--- src/rtl/hdmi_pkg.sv ---
// hdmi_pkg: shared types and TMDS constants for the HDMI period sequencer.
package hdmi_pkg;
  typedef enum logic [1:0] {CTRL, PREAMBLE, GUARD, VIDEO} seq_state_t;
  localparam logic [3:0] CTL_VIDEO_PRE = 4'b0001;
  localparam logic [9:0] GB_BLUE = 10'b1011001100;
  localparam logic [9:0] GB_GREEN = 10'b0100110011;
  localparam logic [9:0] GB_RED = 10'b1011001100;
  localparam logic [9:0] CTRL_TOKEN_00 = 10'b1101010100;
  localparam logic [9:0] CTRL_TOKEN_01 = 10'b0010101011;
  localparam logic [9:0] CTRL_TOKEN_10 = 10'b0101010100;
  localparam logic [9:0] CTRL_TOKEN_11 = 10'b1010101011;
  function automatic logic [9:0] ctrl_token(input logic [1:0] c);
    return c == 2'b00 ? CTRL_TOKEN_00 :
           c == 2'b01 ? CTRL_TOKEN_01 :
           c == 2'b10 ? CTRL_TOKEN_10 : CTRL_TOKEN_11;
  endfunction
endpackage

--- src/rtl/hdmi_period_sequencer_pipe_delay.sv ---
// pipe_delay: synchronous-clear shift register; tap_o is the MSB one stage before the output.
module pipe_delay #(
  parameter int WIDTH = 1,
  parameter int DEPTH = 2
) (
  input  logic             clk_i,
  input  logic             rst_n_i,
  input  logic [WIDTH-1:0] din_i,
  output logic             tap_o,
  output logic [WIDTH-1:0] dout_o
);
  logic [WIDTH-1:0] sr_q [DEPTH];
  always_ff @(posedge clk_i) begin
    if (!rst_n_i) begin
      for (int i = 0; i < DEPTH; i++) sr_q[i] <= '0;
    end else begin
      sr_q[0] <= din_i;
      for (int i = 1; i < DEPTH; i++) sr_q[i] <= sr_q[i-1];
    end
  end
  assign tap_o = sr_q[DEPTH-2][WIDTH-1];
  assign dout_o = sr_q[DEPTH-1];
endmodule

--- src/rtl/hdmi_period_sequencer.sv ---
// hdmi_period_sequencer: steps TMDS encoders through control, preamble, guard and video periods.
// Define HDMI_PREAMBLE_EN for HDMI periods; otherwise plain DVI with identical latency.
module hdmi_period_sequencer
  import hdmi_pkg::*;
#(
  parameter int PIX_W = 24,
  parameter int PREAMBLE_LEN = 8,
  parameter int GUARD_LEN = 2
) (
  input  logic             clk_in,
  input  logic             rst_n_in,
  input  logic             active_in,
  input  logic             hs_in,
  input  logic             vs_in,
  input  logic [PIX_W-1:0] pix_in,
  output logic             ve_out,
  output logic [PIX_W-1:0] pix_out,
  output logic [1:0]       ctrl_blue_out,
  output logic [1:0]       ctrl_green_out,
  output logic [1:0]       ctrl_red_out,
  output logic             guard_out,
  output logic             err_out
);
  localparam int LATENCY = 1 + PREAMBLE_LEN + GUARD_LEN;
  localparam int DW = PIX_W + 3;
  logic [DW-1:0] dl_out;
  logic act_d, act_tap;
  seq_state_t state_q, state_d;
  pipe_delay #(.WIDTH(DW), .DEPTH(LATENCY)) u_dl (
    .clk_i(clk_in),
    .rst_n_i(rst_n_in),
    .din_i({active_in, vs_in, hs_in, pix_in}),
    .tap_o(act_tap),
    .dout_o(dl_out)
  );
  assign {act_d, ctrl_blue_out, pix_out} = dl_out;
`ifdef HDMI_PREAMBLE_EN
  localparam int CW = $clog2(PREAMBLE_LEN > GUARD_LEN ? PREAMBLE_LEN : GUARD_LEN) + 1;
  logic [CW-1:0] cnt_q, cnt_d;
  logic active_q, err_q, err_d, ve_q, guard_q, rise;
  logic [3:0] ctl_q;
  assign rise = active_in & ~active_q;
  always_comb begin
    state_d = state_q;
    cnt_d = cnt_q;
    err_d = err_q;
    unique case (state_q)
      CTRL: begin
        if (act_d) state_d = VIDEO;
        else if (rise) begin
          state_d = PREAMBLE;
          cnt_d = CW'(PREAMBLE_LEN - 1);
        end
      end
      PREAMBLE: begin
        if (act_d) begin
          state_d = VIDEO;
          err_d = 1'b1;
        end else if (cnt_q == '0) begin
          state_d = GUARD;
          cnt_d = CW'(GUARD_LEN - 1);
        end else cnt_d = cnt_q - 1'b1;
      end
      GUARD: begin
        if (act_d) begin
          state_d = VIDEO;
          err_d = 1'b1;
        end else if (cnt_q == '0) state_d = VIDEO;
        else cnt_d = cnt_q - 1'b1;
      end
      VIDEO: state_d = act_d ? VIDEO : CTRL;
      default: state_d = CTRL;
    endcase
    if (rise && (state_q != CTRL || act_d)) err_d = 1'b1;
  end
  // ve looks one stage ahead so it follows act_d without a cycle of lag on exit
  always_ff @(posedge clk_in) begin
    if (!rst_n_in) begin
      state_q <= CTRL;
      cnt_q <= '0;
      active_q <= 1'b1;
      err_q <= 1'b0;
      ve_q <= 1'b0;
      guard_q <= 1'b0;
      ctl_q <= '0;
    end else begin
      state_q <= state_d;
      cnt_q <= cnt_d;
      active_q <= active_in;
      err_q <= err_d;
      ve_q <= (state_d == VIDEO) & act_tap;
      guard_q <= state_d == GUARD;
      ctl_q <= state_d == PREAMBLE ? CTL_VIDEO_PRE : 4'b0000;
    end
  end
  assign ve_out = ve_q;
  assign guard_out = guard_q;
  assign err_out = err_q;
  assign {ctrl_red_out, ctrl_green_out} = ctl_q;
`else
  always_comb state_d = act_tap ? VIDEO : CTRL;
  always_ff @(posedge clk_in) state_q <= !rst_n_in ? CTRL : state_d;
  assign ve_out = (state_q == VIDEO) & act_d;
  assign guard_out = 1'b0;
  assign err_out = 1'b0;
  assign ctrl_green_out = 2'b00;
  assign ctrl_red_out = 2'b00;
`endif
endmodule
--- config.mk ---
export PLATFORM = sky130hd
export DESIGN_NAME = hdmi_period_sequencer
export DESIGN_NICKNAME = d
export VERILOG_FILES = /design/src/rtl/hdmi_pkg.sv /design/src/rtl/hdmi_period_sequencer_pipe_delay.sv /design/src/rtl/hdmi_period_sequencer.sv
export SDC_FILE = /design/constraint.sdc
export NUM_CORES = 1
export LEC_CHECK = 0
export ABC_CLOCK_PERIOD_IN_PS = 1600
export CAP_MARGIN = 0
export CORE_MARGIN = 2
export CORE_UTILIZATION = 60
export DETAILED_ROUTE_END_ITERATION = 12
export PLACE_DENSITY = 0.86
export SYNTH_ARGS = -nofsm -noshare
export SYNTH_HDL_FRONTEND = slang
export SYNTH_SLANG_ARGS = --single-unit
--- constraint.sdc ---
create_clock -name clk_in -period 1.6 [get_ports clk_in]
set_input_delay 0.32 -clock clk_in [delete_from_list [all_inputs] [get_ports clk_in]]
set_output_delay 0.32 -clock clk_in [all_outputs]
set_load 0.01 [all_outputs]
# --- After elaboration in Yosys (flattened, before gate mapping) ---
# Memories as Yosys holds them, arrays and structs flattened.
# Index checks and enable logic that the tools add are counted.
word_totals:
  regBits: 2
  latchBits: 0
  ram_bits: 297
  mem_bits_ro: 0
  input_bits: 29
  out_inout_bits: 33
  word_cells: 29
  mem_count: 1
classes:
  n_addsub: 0
  multipliers: 0
  n_div: 0
  order_cmp: 0
  n_eq_ne: 1
  shift: 0
  mux: 14
  bitwise_logic: 12
  reduce_logical: 0
memory_table:
  columns: ["memory", "words", "width", "read_ports", "rd_clocked_by_memory_dff", "write_ports", "line", "rtl"]
  rows:
  - ["u_dl.sr_q", 11, 27, 11, 0, 11, "hdmi_period_sequencer_pipe_delay.sv:12", "logic [WIDTH-1:0] sr_q [DEPTH];"]
op_table:
  columns: ["op", "n"]
  rows:
  - ["2-to-1 mux 27 bit", 11]
  - ["OR 1 bit", 11]
  - ["== test 2 bit (second input constant)", 1]
  - ["2-to-1 mux 1 bit", 2]
  - ["2-to-1 mux 2 bit", 1]
  - ["AND 1 bit", 1]

# --- Depth between registers and ports, before layout ---
depth:
  word_depth: 2
  depth_mapped: 3
  mapped_depth_nobuf: 1

# --- Modules after synthesis ---
# From an unflattened synthesis, not the netlist that was laid out.
hier_totals:
  hier_cells: 663
  hier_area_um2: 8244.2
modules_own_cells:
  columns: ["mod", "instances", "cells_per_inst", "area_each_um2"]
  rows:
  - ["pipe_delay", 1, 653, 8162.8]
  - ["hdmi_period_sequencer", 1, 10, 81.3]

# --- Least setup slack after synthesis ---
# OpenSTA, ideal clock, no wires.
synth_path:
  path_kind: "in2reg"
  startpoint: "input rst_n_in"
  endpoint: "memory u_dl.sr_q[0][100] (netlist bit)"
  t_arrival_ns: 0.731
  required_ns: 1.485
  slack_ns: 0.754
  stages: 3
  path_buffers: 2
  cell_sequence: "buf_2 > clkbuf_2 > and2_1"
synth_lines:
  columns: ["element", "line", "rtl"]
  rows:
  - ["start, declared", "hdmi_period_sequencer.sv:11", "input logic rst_n_in,"]
  - ["end, declared", "hdmi_period_sequencer_pipe_delay.sv:12", null]

==> out/qor.csv <==
stage,metric,value,unit
cts,clk slew on worst S/H paths,60,ps
yosys,"Seq/Total Area, Yosys",72.5,%
worst_setup_path,CP max FO,1,
global_routing,vias in the first global route,3626,
worst_setup_path,Reg2Reg Setup Slack,1020,ps
power_and_ir_drop,Net Sw Frac,18.2,%
placement,Final Wtd Congestion,0.671,
placement,post-DP HPWL,4780,um
cts,CTS tree,yes,
detailed_routing,Iter 0 DRT Violations,127,
timing,final hold violations,0,
timing,Tcrit/Tclk final,86.9,%
layout,antenna diode count,0,
worst_setup_path,Worst Setup SP,u_dl.sr_q[0][289],
cts,root buf cell,clkbuf_16,
worst_setup_path,CP arrival,1070,ps
floorplanning,die width,121,um
yosys,area share of the largest cell type after synthesis,72.5,%
global_routing,first-pass GRT wire length,15200,um
timing,RSZ-0062 raised after global routing,false,
timing,fmax,720,MHz
worst_setup_path,FF-to-FF path depth,1,
cts,cts repair resizes,27,
worst_setup_path,FF-to-FF End,u_dl.sr_q[0][261],
cts,htree depth,1,
hold_path,Worst Hold Class,input pin to flip-flop,
yosys,Syn Inst Count,659,
timing,worst clock skew,6.88,ps
worst_setup_path,Worst Setup Start Kind,flip-flop,
timing,Min Hold Slack,224,ps
worst_setup_path,delay of the slowest critical-path stage,300,ps
timing,final max-slew violation count,0,
floorplanning,Starting Density,61.7,%
worst_setup_path,Critical Path End,pix_out[19],
layout,layout cells sized above 1,7.34,%
yosys,"area leader, netlist",dfxtp_1,
worst_setup_path,worst path buffer plus inverter count,1,
yosys,synthesized area,8200,um^2
outcome,status,finished clean,
power_and_ir_drop,Combinational Power Share,1.7,%
detailed_routing,Vias,3717,
cts,TritonCTS Buffers,26,
detailed_routing,total detailed-routing wirelength,9030,um
layout,"leading cell types in the layout, fill and taps excluded","and2_1, dfxtp_1, clkbuf_16, clkdlybuf4s50_1, dlygate4sd2_1",
global_routing,largest net degree at the start of global routing,74,
cts,clock buffer depth,3,
power_and_ir_drop,Clock Power Share,45.1,%
global_routing,gr ovfl total,0,
job,Max Cap Viol,0,
timing,min cycle time layout,1390,ps
detailed_routing,Antenna Nets Post-Route,0,
layout,Nets,721,
detailed_routing,DR pass1 iterations,4,
yosys,#FFs+latches synth,297,
worst_setup_path,CP Class,flip-flop to output port,
yosys,Syn. warnings,0,
floorplanning,Die H,121,um
yosys,synth top area cells,"dfxtp_1, and2_1, buf_4, clkbuf_2, buf_2",
floorplanning,row count,42,
floorplanning,Core ar.,13300,um^2
power_and_ir_drop,Flop pwr share,53.2,%
power_and_ir_drop,Peak VDD IR,939,uV
timing,Fin Setup TNS,0,ps
global_routing,Total GRT Usage,12.8,%
yosys,Netlist cell types,7,
global_routing,antenna violations before repair,0,
worst_setup_path,CP endpoint kind,output port,
detailed_routing,DRC,0,
power_and_ir_drop,PD cells,1480,nW/um^2
detailed_routing,average wire per standard cell,10.2,um
worst_setup_path,cell chain of the critical path,dlygate4sd2_1,
power_and_ir_drop,P_int,0.0116,W
worst_setup_path,Worst path depth,1,
cts,# hold bufs at CTS,0,
layout,Area Overhead vs Synth,16.4,%
detailed_routing,post-DR vias/cell,4.20,
cts,Setup Buffers After CTS,0,
floorplanning,I/O pins,62,
cts,worst skew pair latency,510,ps
floorplanning,DIE AREA,14600,um^2
yosys,"Avg Cell Area, Syn",12.4,um^2
cts,Sink Count,297,
timing,# setup viols final,0,
worst_setup_path,Crit path required time,1280,ps
worst_setup_path,Crit Reg-Reg Startpoint,u_dl.sr_q[0][234],
worst_setup_path,crit-path leading delay family,flip-flops,
power_and_ir_drop,switching power,0.00257,W
placement,Buffers on Ports,55,
worst_setup_path,CP max stage cell,dfxtp_1,
power_and_ir_drop,Pleak,4.13,nW
==> state kept, by name, indices dropped and copies added, names as in the netlist <==
signal,cells
state_q,1
u_dl.sr_q,296
==> cells in the mapped netlist <==
library cell and number:
dfxtp_1 297, conb_1 1, and2_1 297, buf_4 32, clkbuf_1 3, clkbuf_2 23
buf_2 6
==> area by class of cell <==
class                      count  area [um^2]
sequential                   297         5950
fill                         878         3750
multi-input combinational    303         1880
clock buffer                  34          752
timing repair buffer          64          598
tap                          176          220
clock inverter                10          153
==> metal layers <==
metal	vias up	GRT usage, %	routed length, um
li1	1995	-	-
met3	21	3.29	466
met1	1614	12.2	3340
met2	87	25.7	5000
met5	-	0	0
met4	0	5.16	221
==> worst min-delay path by stage <==
| stage | end | cells past startpoint | start | slack, ps |
|---|---|---|---|---|
| 3_5_place_dp | u_dl.sr_q[0][108] | 1 | u_dl.sr_q[0][81] | 420 |
| 2_1_floorplan | u_dl.sr_q[0][290] | 1 | u_dl.sr_q[0][263] | 410 |
| 5_1_grt | u_dl.sr_q[0][55] | 2 | rst_n_in | 250 |
| 3_3_place_gp | u_dl.sr_q[0][290] | 1 | u_dl.sr_q[0][263] | 410 |
| 6_report | u_dl.sr_q[0][73] | 2 | rst_n_in | 220 |
| 4_1_cts | u_dl.sr_q[0][73] | 2 | rst_n_in | 220 |
==> logic make-up (layout without fill, tap and decap cells) <==
family | Yosys count | count (layout) | synth area share [%]
AND/OR/NAND/NOR | 297 | 297 | 22.6
other | 1 | 6 | 0.0457
flip-flops | 297 | 297 | 72.5
buffers and inverters | 64 | 108 | 4.83
==> power by group through the flow <==
stage / clock network, W / logic [W] / registers [W]
2_1_floorplan: 0 / 0.000162 / 0.00768
3_3_place_gp: 0 / 0.000226 / 0.00768
3_5_place_dp: 0 / 0.000238 / 0.00769
4_1_cts: 0.00650 / 0.000242 / 0.00752
5_1_grt: 0.00681 / 0.000270 / 0.00753
6_report: 0.00638 / 0.000235 / 0.00752
==> metrics by stage <==
| stage | std cells | total power [W] | area, um^2 | setup slack (ps) | utilization, % |
|---|---|---|---|---|---|
| 2_1_floorplan | 664 | 0.00784 | 8220 | 754 | - |
| 3_3_place_gp | 840 | 0.00791 | 8680 | 474 | 65.3 |
| 3_5_place_dp | 840 | 0.00792 | 8680 | 458 | 65.3 |
| 4_1_cts | 884 | 0.0143 | 9550 | 190 | 71.8 |
| 5_1_grt | 884 | 0.0146 | 9550 | 159 | 71.8 |
| 6_report | 884 | 0.0141 | 9550 | 210 | 71.8 |
Power figures use the tool's default switching activity.
